**src/rtl/osd_input_sequencer.sv**
```systemverilog
// Turns OSD trigger bits and coin/start buttons into timed, non-overlapping
// credit pulses for the arcade core, plus a timed game reset.
module osd_input_sequencer #(
    parameter int PULSE_CYCLES = 5_000_000,
    parameter int GAP_CYCLES   = 2_500_000,
    parameter int RESET_CYCLES = 65_536,
    parameter int CNT_W        = 24
) (
    input  logic        clk_sys,
    input  logic        reset,
    input  logic [31:0] status,
    input  logic        btn_coin,
    input  logic        btn_start1,
    input  logic        btn_start2,
    output logic        coin_out,
    output logic        start1_out,
    output logic        start2_out,
    output logic        game_reset,
    output logic        busy
);

    typedef enum logic [1:0] {
        ST_IDLE  = 2'd0,
        ST_PULSE = 2'd1,
        ST_GAP   = 2'd2,
        ST_RST   = 2'd3
    } state_t;

    localparam logic [CNT_W-1:0] PULSE_LOAD = CNT_W'(PULSE_CYCLES - 1);
    localparam logic [CNT_W-1:0] GAP_LOAD   = CNT_W'(GAP_CYCLES - 1);
    localparam logic [CNT_W-1:0] RESET_LOAD = CNT_W'(RESET_CYCLES - 1);
    localparam logic [CNT_W-1:0] CNT_ZERO   = CNT_W'(0);
    localparam logic [CNT_W-1:0] CNT_ONE    = CNT_W'(1);

    state_t           state_r;
    logic [CNT_W-1:0] cnt_r;
    logic [6:0]       prev_r;
    logic [2:0]       pend_r;   // {start2, start1, coin}
    logic [2:0]       out_r;    // {start2, start1, coin}; doubles as the latched selection
    logic             game_reset_r;
    logic             busy_r;

    logic [6:0]       in_s;
    logic [6:0]       edge_s;
    logic [2:0]       req_s;
    logic             rst_req_s;
    logic [2:0]       grant_s;
    logic             unused_s;

    assign in_s      = {btn_start2, btn_start1, btn_coin, status[5], status[3], status[2], status[1]};
    assign edge_s    = in_s & ~prev_r;
    assign req_s     = {edge_s[2] | edge_s[6], edge_s[1] | edge_s[5], edge_s[0] | edge_s[4]};
    assign rst_req_s = edge_s[3];
    assign unused_s  = ^{status[31:6], status[4], status[0]};

    // Fixed-priority grant (coin > start1 > start2), only from IDLE and never alongside a game reset.
    always_comb begin
        grant_s = 3'b000;
        if ((state_r == ST_IDLE) && !rst_req_s) begin
            if (pend_r[0]) begin
                grant_s = 3'b001;
            end else if (pend_r[1]) begin
                grant_s = 3'b010;
            end else if (pend_r[2]) begin
                grant_s = 3'b100;
            end else begin
                grant_s = 3'b000;
            end
        end else begin
            grant_s = 3'b000;
        end
    end

    // Edge history, pending flags and the pulse/gap/reset sequencer.
    always_ff @(posedge clk_sys) begin
        if (reset) begin
            prev_r       <= in_s;
            pend_r       <= 3'b000;
            state_r      <= ST_IDLE;
            cnt_r        <= CNT_ZERO;
            out_r        <= 3'b000;
            game_reset_r <= 1'b0;
            busy_r       <= 1'b0;
        end else begin
            prev_r <= in_s;

            // A set beats a same-cycle grant clear; a game reset discards everything.
            if (rst_req_s || (state_r == ST_RST)) begin
                pend_r <= 3'b000;
            end else begin
                pend_r <= req_s | (pend_r & ~grant_s);
            end

            if (rst_req_s) begin
                state_r      <= ST_RST;
                cnt_r        <= RESET_LOAD;
                out_r        <= 3'b000;
                game_reset_r <= 1'b1;
                busy_r       <= 1'b1;
            end else begin
                case (state_r)
                    ST_IDLE: begin
                        if (grant_s != 3'b000) begin
                            state_r <= ST_PULSE;
                            cnt_r   <= PULSE_LOAD;
                            out_r   <= grant_s;
                            busy_r  <= 1'b1;
                        end else begin
                            busy_r  <= 1'b0;
                        end
                    end
                    ST_PULSE: begin
                        if (cnt_r == CNT_ZERO) begin
                            state_r <= ST_GAP;
                            cnt_r   <= GAP_LOAD;
                            out_r   <= 3'b000;
                        end else begin
                            cnt_r   <= cnt_r - CNT_ONE;
                        end
                    end
                    ST_GAP: begin
                        if (cnt_r == CNT_ZERO) begin
                            state_r <= ST_IDLE;
                            busy_r  <= 1'b0;
                        end else begin
                            cnt_r   <= cnt_r - CNT_ONE;
                        end
                    end
                    ST_RST: begin
                        if (cnt_r == CNT_ZERO) begin
                            state_r      <= ST_IDLE;
                            game_reset_r <= 1'b0;
                            busy_r       <= 1'b0;
                        end else begin
                            cnt_r        <= cnt_r - CNT_ONE;
                        end
                    end
                    default: begin
                        state_r      <= ST_IDLE;
                        cnt_r        <= CNT_ZERO;
                        out_r        <= 3'b000;
                        game_reset_r <= 1'b0;
                        busy_r       <= 1'b0;
                    end
                endcase
            end
        end
    end

    assign coin_out   = out_r[0];
    assign start1_out = out_r[1];
    assign start2_out = out_r[2];
    assign game_reset = game_reset_r;
    assign busy       = busy_r;

endmodule

```
**config.mk**
```make
export PLATFORM = sky130hd
export DESIGN_NAME = osd_input_sequencer
export DESIGN_NICKNAME = d
export VERILOG_FILES = /design/src/rtl/osd_input_sequencer.sv
export SDC_FILE = /design/constraint.sdc
export NUM_CORES = 1
export LEC_CHECK = 0
export CORE_UTILIZATION = 50
export DETAILED_ROUTE_END_ITERATION = 10
export PLACE_DENSITY = 0.77
export SLEW_MARGIN = 5
export SYNTH_ARGS = -nofsm -noshare
export SYNTH_HDL_FRONTEND = slang
export SYNTH_SLANG_ARGS = --single-unit
```
**constraint.sdc**
```tcl
create_clock -name clk_sys -period 3.4 [get_ports clk_sys]
set_clock_uncertainty 0.1 [all_clocks]
set_input_delay 0.68 -clock clk_sys [delete_from_list [all_inputs] [get_ports clk_sys]]
set_output_delay 0.68 -clock clk_sys [all_outputs]
set_load 0.02 [all_outputs]
```
==> results.cfg, run 1 <==
[layout]
stdcell_count = 329
drive_above_1_share_pct = 12.90
diodes = 0
final_core_util_pct = 60.18
finalNetCount = 316
area_delta_synth_final_pct = 11.90

[floorplanning]
die_x_um = 68.76
die_h_um = 68.76
start_util_pct = 53.77
io_pins = 42
core_um2 = 4144
num_rows = 23
dieArea_um2 = 4728

[sta]
timing.hold.ws_ns = 0.3667
finalSetupViolCount = 0
rsz0062_at_grt = false
slew_headroom_pct = 16.81
layout_min_cycle_time_ns = 2.609
tightest_slew_ns = 1.243
drv_slew = 0
hold_viol_final = 0
fin_crit_sh_pct = 76.75
fmax_ghz = 0.3832
tns_ns = 0

[logic_synthesis]
synth.top_cells.by_count = dfxtp_1 (41), nor2_1 (25), nand2_1 (22)
netlist_instances = 265
synth_most_common_cell = dfxtp_1
synth_top_area_share_pct = 36.83
synthTopCellsByArea = dfxtp_1 (37%), a21oi_1 (4.7%), nor2_1 (4.2%)
yosys.cell_types.count = 59
syn-num-nets = 303
synth.avg_cell_area_um2 = 8.409
synth_ff_type = dfxtp_1
synth_edf_count = 0
yosysSeqAreaShare_pct = 36.83
async_reset_ff_share_pct = 0
syn_area_um2 = 2228
synth-seq-cells = 41
ys.warnings.count = 0
synth_area_leader_cell = dfxtp_1

[clock_network]
cts_sinks = 41
postCtsHoldBufs = 0
insertion_delay_ns = 0.30
path_clk_slew_ns = 0.08
clockRootBuffer = clkbuf_8
cts_tree = done
cts-resized-gates = 0
cts_buffer_depth = 2
htreeDepth = 2
cts_inserted_buffers = 5
cts_setup_buffers = 0

[placement]
place_congestion = 0.9431
io_buffers = 13
dp.cells = 321
dpl.hpwl_mm = 3.973

[global_routing]
grt_pass1_wl_mm = 9.197
grt_max_degree = 19
grtUsageTotal_pct = 26.60
grt_overflow = 0
grt_pass1_vias = 1934
antenna_found_initial = 0

[detailed_routing]
drc_errors = 0
drtIter0Drc = 149
wl_per_cell_um = 17.06
vias = 2173
via_per_inst = 6.605
first_pass_iters = 6
ant_nets = 0
totalWireLength_mm = 5.614

[power_and_ir_drop]
p_switching_mw = 0.4387
clkPwrFrac_pct = 27.4
leakagePower_nw = 0.9068
p_sw_share_pct = 34.19
vdd_drop_max_v = 0.0003506
seqPwrFrac_pct = 45.9
power.density_nw_per_um2 = 514.6
combPwrFrac_pct = 26.7
p_int_mw = 0.8444

[critical_path]
rr_worst_depth = 8
worstSetupStartpointType = register
critPathArrivalTime_ns = 2.71
required_ns = 3.50
endpoint_kind = register
crit_type = register to register
critPathMaxFanout = 9

[hold_path]
hold_path_class = register to register
whs_path_depth = 1

[job]
cap_viol_max_count = 0

[run_status]
status = completed
## critical path, stage by stage, from the launching register on
cell and delay [ns]:
dfxtp_1 0.40, inv_1 0.06, ha_1 0.27, nor4b_4 0.16
buf_4 0.17, and4_1 0.26, a31oi_1 0.67, o21ai_1 0.15
a221oi_1 0.28
## worst paths after layout
kind,from,endpoint,slack (ns)
max,cnt_r[0]$_SDFFE_PP0P_,cnt_r[9]$_SDFFE_PP0P_,0.79
min,cnt_r[23]$_SDFFE_PP0P_,cnt_r[23]$_SDFFE_PP0P_,0.37
max reg2reg,cnt_r[0]$_SDFFE_PP0P_,cnt_r[9]$_SDFFE_PP0P_,0.79
min reg2reg,cnt_r[23]$_SDFFE_PP0P_,cnt_r[23]$_SDFFE_PP0P_,0.37
## cells in the final DEF (no fill, tap or decap), drive strengths merged, types with 3 or more instances in the layout
master          n
nand2          22
o21ai          14
a211oi          3
nand4           4
nand2b          3
a21oi          22
o311ai          3
clkbuf          7
nor3            9
inv            12
and3            5
nor4            6
nand3          15
nor2           26
dfxtp          41
clkdlybuf4s50  13
a31oi          10
nor2b           3
or4             3
o221a           4
o31ai           5
o211ai          3
buf             7
and2            3
## per-stage QoR
| stage | setup WS, ns | instance area [um2] | total power, mW |
|---|---|---|---|
| after global placement | 0.5767 | 2392 | 0.9276 |
| after global routing | 0.5395 | 2494 | 1.351 |
| after floorplan | 1.264 | 2228 | 0.8415 |
| final | 0.7906 | 2494 | 1.283 |
| after detailed placement | 0.5552 | 2392 | 0.9346 |
| after CTS | 0.8442 | 2494 | 1.282 |
## final cells by class
class	instances	area [um2]
Clock buffer	7	96.34
Clock inverter	1	5.005
Fill cell	389	1650
Inverter	12	45.04
Multi-Input combinational cell	198	1281
Sequential cell	41	820.8
Tap cell	50	62.56
Timing Repair Buffer	20	182.7
## state kept, by name (all words and copies together) (netlist names)
signal and flops:
cnt_r 24, pend_r 3, prev_r 7, game_reset 1, busy 1, out_r 3, state_r 2
## cell families (layout without fill, tap and decap cells)
group | count (synthesis) | in the layout | synth area share [%]
AO/OA/AOI/OAI | 88 | 88 | 27.96
XOR/XNOR | 2 | 2 | 0.7862
adder cells (fa/ha/maj) | 1 | 1 | 0.5614
buffers and inverters | 26 | 40 | 5.670
flip-flops | 41 | 41 | 36.83
AND/OR/NAND/NOR | 107 | 107 | 28.19
## layer usage
layer	vias up	routed length (um)	part of all wire (%)	GRT usage (%)
met2	91	2581	46	44.36
met1	1038	2470	44	33.83
met3	12	424	7.6	5.428
met5	-	0	0	0
met4	0	137	2.4	9.439
li1	1032	-	-	-
## power groups by stage
| stage | sequential, mW | clock, mW | combinational, mW |
|---|---|---|---|
| floorplan | 0.590 | 0 | 0.251 |
| global route | 0.597 | 0.379 | 0.375 |
| finish | 0.589 | 0.351 | 0.343 |
| detailed placement | 0.600 | 0 | 0.335 |
| global placement | 0.598 | 0 | 0.330 |
| CTS | 0.589 | 0.357 | 0.336 |
No activity file was read; power rests on OpenSTA's default activity.
==> run 2: changes to the inputs <==
--- a/config.mk
+++ b/config.mk
@@ -5,9 +5,9 @@
 export SDC_FILE = /design/constraint.sdc
 export NUM_CORES = 1
 export LEC_CHECK = 0
-export CORE_UTILIZATION = 50
+export CORE_UTILIZATION = 47
 export DETAILED_ROUTE_END_ITERATION = 10
-export PLACE_DENSITY = 0.77
+export PLACE_DENSITY = 0.76
 export SLEW_MARGIN = 5
 export SYNTH_ARGS = -nofsm -noshare
 export SYNTH_HDL_FRONTEND = slang
==> constraint.sdc (replaced) <==
create_clock -name clk_sys -period 2.4 [get_ports clk_sys]
set_clock_uncertainty 0.1 [all_clocks]
set_input_delay 0.48 -clock clk_sys [delete_from_list [all_inputs] [get_ports clk_sys]]
set_output_delay 0.48 -clock clk_sys [all_outputs]
set_load 0.02 [all_outputs]
==> results.cfg, run 2 (same netlist as run 1, synthesis figures left out) <==
[sta]
setup_ws_ns = 0.1339
tns_ns = 0
rsz0062_at_grt = false
fin_crit_sh_pct = 94.42
finalSetupViolCount = 0
tightest_slew_ns = 0.5149
drv_slew = 0
slew_headroom_pct = 65.46
fmax_ghz = 0.4413
layout_min_cycle_time_ns = 2.266
hold_viol_final = 0
timing.hold.ws_ns = 0.3765

[clock_network]
cts_inserted_buffers = 5
insertion_delay_ns = 0.30
htreeDepth = 2
cts_sinks = 41
cts_buffer_depth = 2
path_clk_slew_ns = 0.09
cts-resized-gates = 0
cts_tree = done
postCtsHoldBufs = 0
clockRootBuffer = clkbuf_8
cts_setup_buffers = 0

[detailed_routing]
totalWireLength_mm = 6.123
first_pass_iters = 7
drtIter0Drc = 153
wl_per_cell_um = 17.20
via_per_inst = 6.343
vias = 2258
ant_nets = 0
drc_errors = 0

[floorplanning]
die_x_um = 70.86
dieArea_um2 = 5020
num_rows = 24
die_h_um = 70.86
io_pins = 42
start_util_pct = 50.14
core_um2 = 4444

[power_and_ir_drop]
p_int_mw = 1.319
power.density_nw_per_um2 = 728.4
clkPwrFrac_pct = 28.5
combPwrFrac_pct = 29.0
p_sw_share_pct = 33.40
seqPwrFrac_pct = 42.5
p_switching_mw = 0.6615
leakagePower_nw = 1.038
total_power_mw = 1.980
vdd_drop_max_v = 0.0004722

[critical_path]
critPathMaxFanout = 10
worstSetupStartpointType = register
endpoint_kind = register
crit_type = register to register
required_ns = 2.50
critPathArrivalTime_ns = 2.37
r2r-start = cnt_r[0]$_SDFFE_PP0P_
startpoint = cnt_r[0]$_SDFFE_PP0P_

[layout]
reg.largest.list = cnt_r x24, prev_r x7
finalNetCount = 341
regMostFlops = cnt_r
diodes = 0
final_area_um2 = 2719
largest_reg_flops = 24
area_delta_synth_final_pct = 22.01
final_common_cell = dfxtp_1
final_cell_mix = dfxtp_1 (41), buf_4 (30), nor2_1 (25)
drive_above_1_share_pct = 19.74

[placement]
dp_slack_ns = -0.1069
dpl.hpwl_mm = 4.534
placed_cell_area_um2 = 2608
place_congestion = 0.8958
io_buffers = 13

[hold_path]
hold_path_class = register to register
hold_start = cnt_r[23]$_SDFFE_PP0P_

[global_routing]
grt_pass1_wl_mm = 10.17
grt_overflow = 0
antenna_found_initial = 0
grt_pass1_vias = 2166
grtUsageTotal_pct = 25.78
grt_max_degree = 17

[run_status]
status = completed

[job]
cap_viol_max_count = 0
==> run 2: changes by cell type in the layout (fill, tap and decap cells not counted), sizes merged <==
cell    before  now
buf          7   32
clkbuf       7    6
bufinv       0    1
==> run 2: path summary, 6_finish.rpt <==
check,endpoint,slack (ns),cells past startpoint
max reg2reg,cnt_r[19]$_SDFFE_PP0P_,0.13,8
min reg2reg,cnt_r[23]$_SDFFE_PP0P_,0.38,1
max,cnt_r[19]$_SDFFE_PP0P_,0.13,8
min,cnt_r[23]$_SDFFE_PP0P_,0.38,1
==> run 2: final cells by class <==
cell class	count	area, um2
clock inverters	2	38.79
flip-flops and latches	41	820.8
repair buffers	45	395.4
multi-input cells	198	1281
fillers	406	1725
clock buffers	6	72.57
well taps	52	65.06
inverters	12	45.04
==> run 2: critical path, stage by stage (launching register included) <==
cell     delay, ns
dfxtp_1       0.40
inv_1         0.06
ha_1          0.21
nor4b_4       0.14
and4_1        0.24
buf_4         0.20
a31oi_1       0.40
nand3_1       0.14
a32o_1        0.28
==> run 2: through the flow <==
step	util (%)	std cells
2_1_floorplan	-	265
3_3_place_gp	58.67	348
3_5_place_dp	58.67	348
4_1_cts	61.18	356
5_1_grt	61.18	356
6_report	61.18	356
==> run 2: power by group through the flow <==
| stage | sequential [mW] | combinational [mW] | clock (mW) |
|---|---|---|---|
| detailed placement | 0.854 | 0.561 | 0 |
| global route | 0.851 | 0.630 | 0.597 |
| floorplan | 0.837 | 0.356 | 0 |
| finish | 0.842 | 0.574 | 0.564 |
| CTS | 0.839 | 0.566 | 0.568 |
| global placement | 0.851 | 0.549 | 0 |
==> run 2: metal layers <==
metal	up-vias	global-route usage [%]	routed length [um]
met1	1064	32.06	2647
met5	-	0	0
li1	1095	-	-
met2	79	44.34	2945
met4	0	10.00	207
met3	20	4.701	323
